[config.mk]
export PLATFORM = sky130hd
export DESIGN_NAME = dual_port_ram_16x8
export DESIGN_NICKNAME = d
export VERILOG_FILES = /design/src/rtl/dual_port_ram_16x8.sv
export SDC_FILE = /design/constraint.sdc
export NUM_CORES = 1
export LEC_CHECK = 0
export CAP_MARGIN = 10
export CORE_UTILIZATION = 46
export CTS_CLUSTER_SIZE = 24
export DETAILED_ROUTE_END_ITERATION = 8
export GPL_ROUTABILITY_DRIVEN = 0
export HOLD_SLACK_MARGIN = 0.02
export SLEW_MARGIN = 25
export SYNTH_ARGS = -nofsm -noshare
export SYNTH_HDL_FRONTEND = slang
export SYNTH_SLANG_ARGS = --single-unit
[constraint.sdc]
create_clock -name clk -period 1.64 [get_ports clk]
set_clock_uncertainty 0.2 [all_clocks]
set_input_delay 0.164 -clock clk [delete_from_list [all_inputs] [get_ports clk]]
set_output_delay 0.164 -clock clk [all_outputs]
set_load 0.005 [all_outputs]
[src/rtl/dual_port_ram_16x8.sv]
// True dual-port RAM, 16x8 default, both ports read-first; 1-cycle read latency, no backpressure (accepts every edge).
// Optional COLLISION_FLAG_EN adds a registered same-address double-write flag; port A wins such collisions in all builds.
// Async active-low reset clears the whole array and both read registers.
module dual_port_ram_16x8 #(
    parameter int ADDR_W = 4,
    parameter int DATA_W = 8
) (
    input  logic              clk,
    input  logic              rst_n,
    input  logic [ADDR_W-1:0] add_a,
    input  logic [ADDR_W-1:0] add_b,
    input  logic [DATA_W-1:0] datain_a,
    input  logic [DATA_W-1:0] datain_b,
    input  logic              en_a,
    input  logic              en_b,
    output logic [DATA_W-1:0] data_out_a,
    output logic [DATA_W-1:0] data_out_b
`ifdef COLLISION_FLAG_EN
    ,
    output logic              collision
`endif
);

    localparam int DEPTH = 2 ** ADDR_W;

    logic [DATA_W-1:0] r_mem [DEPTH];
    logic [DATA_W-1:0] r_dout_a;
    logic [DATA_W-1:0] r_dout_b;

    // Per-word write select: A is checked first so it wins a same-address collision.
    always_ff @(posedge clk or negedge rst_n) begin
        if (!rst_n) begin
            for (int i = 0; i < DEPTH; i++) begin
                r_mem[i] <= '0;
            end
            r_dout_a <= '0;
            r_dout_b <= '0;
        end else begin
            r_dout_a <= r_mem[add_a];
            r_dout_b <= r_mem[add_b];
            for (int i = 0; i < DEPTH; i++) begin
                if (en_a && (add_a == ADDR_W'(i))) begin
                    r_mem[i] <= datain_a;
                end else if (en_b && (add_b == ADDR_W'(i))) begin
                    r_mem[i] <= datain_b;
                end
            end
        end
    end

    assign data_out_a = r_dout_a;
    assign data_out_b = r_dout_b;

`ifdef COLLISION_FLAG_EN
    logic w_collide;
    logic r_collision;

    assign w_collide = en_a && en_b && (add_a == add_b);

    always_ff @(posedge clk or negedge rst_n) begin
        if (!rst_n) begin
            r_collision <= 1'b0;
        end else begin
            r_collision <= w_collide;
        end
    end

    assign collision = r_collision;
`endif

endmodule

==> results.md <==
- Critical Path AT: 1.76 ns
- Worst hold path type: in2reg
- Routed Antenna Nets: 0
- Pre-CTS setup slack: -0.4409 ns
- CP endpoint kind: flip-flop
- Total wire length: 36040 um
- Max-slew violations: 0
- # IOs: 44
- Core Util, Final: 0.5828
- Clock slew at reported path FFs: 0.07 ns
- Clock buffer count from CTS: 17
- Req. time, crit path: 1.74 ns
- Min Tclk post-route: 1.669 ns
- Cell depth of the worst hold path: 5
- Leak: 4.053 nW
- Setup Crit Path Kind: reg2reg
- Fmax: 599.2 MHz
- Cell variety after synth: 27
- Worst-Margin Slew: 0.5617 ns
- GRT Total Usage: 0.3731
- Largest net degree at the start of global routing: 36
- Post-synthesis cell count: 972
- Status: finished, violations left
- DR vias: 9278
- Yosys warns: 0
- R2R Path Start: r_mem[41]
- Routing usage on met2: 0.5423
- Max Cap Viol: 0
- Worst Slack Setup Final: -0.02884 ns
- Initial antenna violation count: 0
- M3 GR Usage: 0.1316
- Drt wl/cell: 28.58 um
- R2R depth: 3
- P&R area growth vs syn: 22.51%
- Mapped Nets: 1000
- DIE WIDTH: 142.2 um
- Tcrit/Tclk final: 1.018
- Residual DRC: 0
- Total power: 13.00 mW
- Setup TNS: -0.05102 ns
- Power Dens Cells: 1173 nW/um2
- Gr busiest metal: met2
- RSZ-0062 raised after global routing: yes
- Final hold violations: 0
- Worst slew margin: 0.6256
- CP peak stage delay: 0.52 ns
- Clock Path Buffers: 2
- Clock Latency Late Sink: 0.44 ns
- Register area share after synthesis: 0.3983
- Buffer and inverter count on the worst path: 0
- Ant diodes: 0
- Failing checks: setup timing
- Reg-to-Reg End: data_out_b[1]
- First-pass GRT wire length: 55160 um
- Avg Inst Size Synth: 9.308 um2
- Met1 Track Usage GR: 0.4983
- Final setup viols: 4
- Largest fanout on the critical path: 3
- Hpwl dp: 23160 um
- CTS tree: yes
- Vias in the first global route: 8917
- 1st-iter DRT viols: 1627
- Worst Hold Path EP: r_mem[74]
- H-tree depth: 4
- Vias per cell: 7.358
- Initial Utilization: 0.4757
- Core area: 19020 um2
- R2R Setup Slk: -0.03 ns
- Final net count: 1016
- Synth Cell Area: 9047 um2
- Layout cells sized above 1: 0.2358
- Crit-path slowest cell: mux4_2
- CTS root buffer: clkbuf_16
- FF+latch count, synth: 144
- Critical path's top delay family: multiplexers
- Clock sink count: 144
- Rows: 50
- Die Y: 142.2 um
- GRT overflow: 0
- Hold Startpoint: add_b[1]
- Peak supply drop: 0.0008043 V
- Die area: 20230 um2
- DRT Pass-1 Iters: 6
- CP Launch Type: flip-flop
- Port-buffer cells: 43
- # Post-CTS Setup Buffers: 0
- Crit-path cells: mux4_2 > a22oi_2 > nand2_1
-- cells in the final DEF (no fill, tap or decap), drive strengths merged, types with 3 or more instances in the layout --
master and n:
dlygate4sd2 8, nor3 128, mux4 64, bufinv 4, nand3 130, nand2b 4, o21ai 128, nor2b 6
a22oi 32, clkdlybuf4s50 24, or2 18, a31oi 128, nand3b 4, inv 3, dfrtp 144, buf 113
and2 3, clkinv 4, nor2 3, nand2 18, clkbuf 20, dlymetal6s2s 6
-- final cells by class --
type,instances,area [um2]
tap,260,325.3
sequential,144,3603
timing repair buffer,153,1685
clock buffer,20,446.7
multi-input combinational,672,4842
fill,1634,7934
clock inverter,12,181.4
-- cell families (layout without fill, tap and decap cells) --
family,Yosys count,after routing,synth area share
compound gates,288,288,0.1859
buf+inv,156,185,0.07440
flops,144,144,0.3983
mux,64,64,0.1593
simple gates,320,320,0.1821
-- state kept, by name, summed over array words and instances (netlist names) --
signal / count
r_mem: 128
data_out_a: 8
data_out_b: 8
-- what timing repair did --
item / in CTS / in global routing
hold buffers: 2 / 0
gates resized for setup: 13 / 17
endpoints found under the hold margin: 144 / 0
pin swaps: 1 / 4
setup endpoints to repair: 12 / 28
-- worst max path at each step --
stage               depth (start not counted)       endpoint       from
finish                                      3  data_out_b[1]  r_mem[41]
global route                                4  data_out_b[2]  r_mem[10]
CTS                                         3  data_out_b[0]  r_mem[32]
detailed placement                          6     r_mem[107]       en_a
global placement                            6     r_mem[107]       en_a
floorplan                                   5  data_out_a[1]   add_a[0]
-- through the flow --
stage	cells	hold slack, ns	area [um2]
after detailed placement	1227	-0.1014	10370
after CTS	1261	0.1931	11030
after floorplan	972	-0.3316	9052
final	1261	0.2030	11080
after global routing	1261	0.2148	11080
after global placement	1227	-0.1062	10370
-- power by group --
part           switching (mW)  internal [mW]
registers               0.702           4.46
logic                    1.80           1.79
clock network            1.65           2.60
-- synth_stat cells, drive strengths merged --
cell    number  share of area
a22oi       32          0.027
a31oi      128          0.089
and2         3         0.0021
and3         1        0.00069
and3b        2         0.0019
buf         51          0.031
clkbuf     105          0.044
dfrtp      144           0.40
mux4        64           0.16
nand2       18         0.0075
nand2b       4         0.0028
nand3      130          0.072
nand3b       4         0.0033
nor2         3         0.0012
nor2b        6         0.0041
nor3       128          0.071
nor3b        1         0.0014
o21ai      128          0.071
or2         18          0.012
or3b         2         0.0019
-- routing by layer --
layer / wire [um] / vias to the layer above
met5: 0 / -
met1: 13170 / 4526
met4: 1709 / 0
met2: 15820 / 868
li1: - / 3738
met3: 5343 / 146
-- worst register-to-register path, stage by stage, from the launching register on --
cell and delay, ns:
dfrtp_1 0.44, mux4_2 0.52, a22oi_2 0.23, nand2_1 0.14
(Power assumes the default switching activity.)
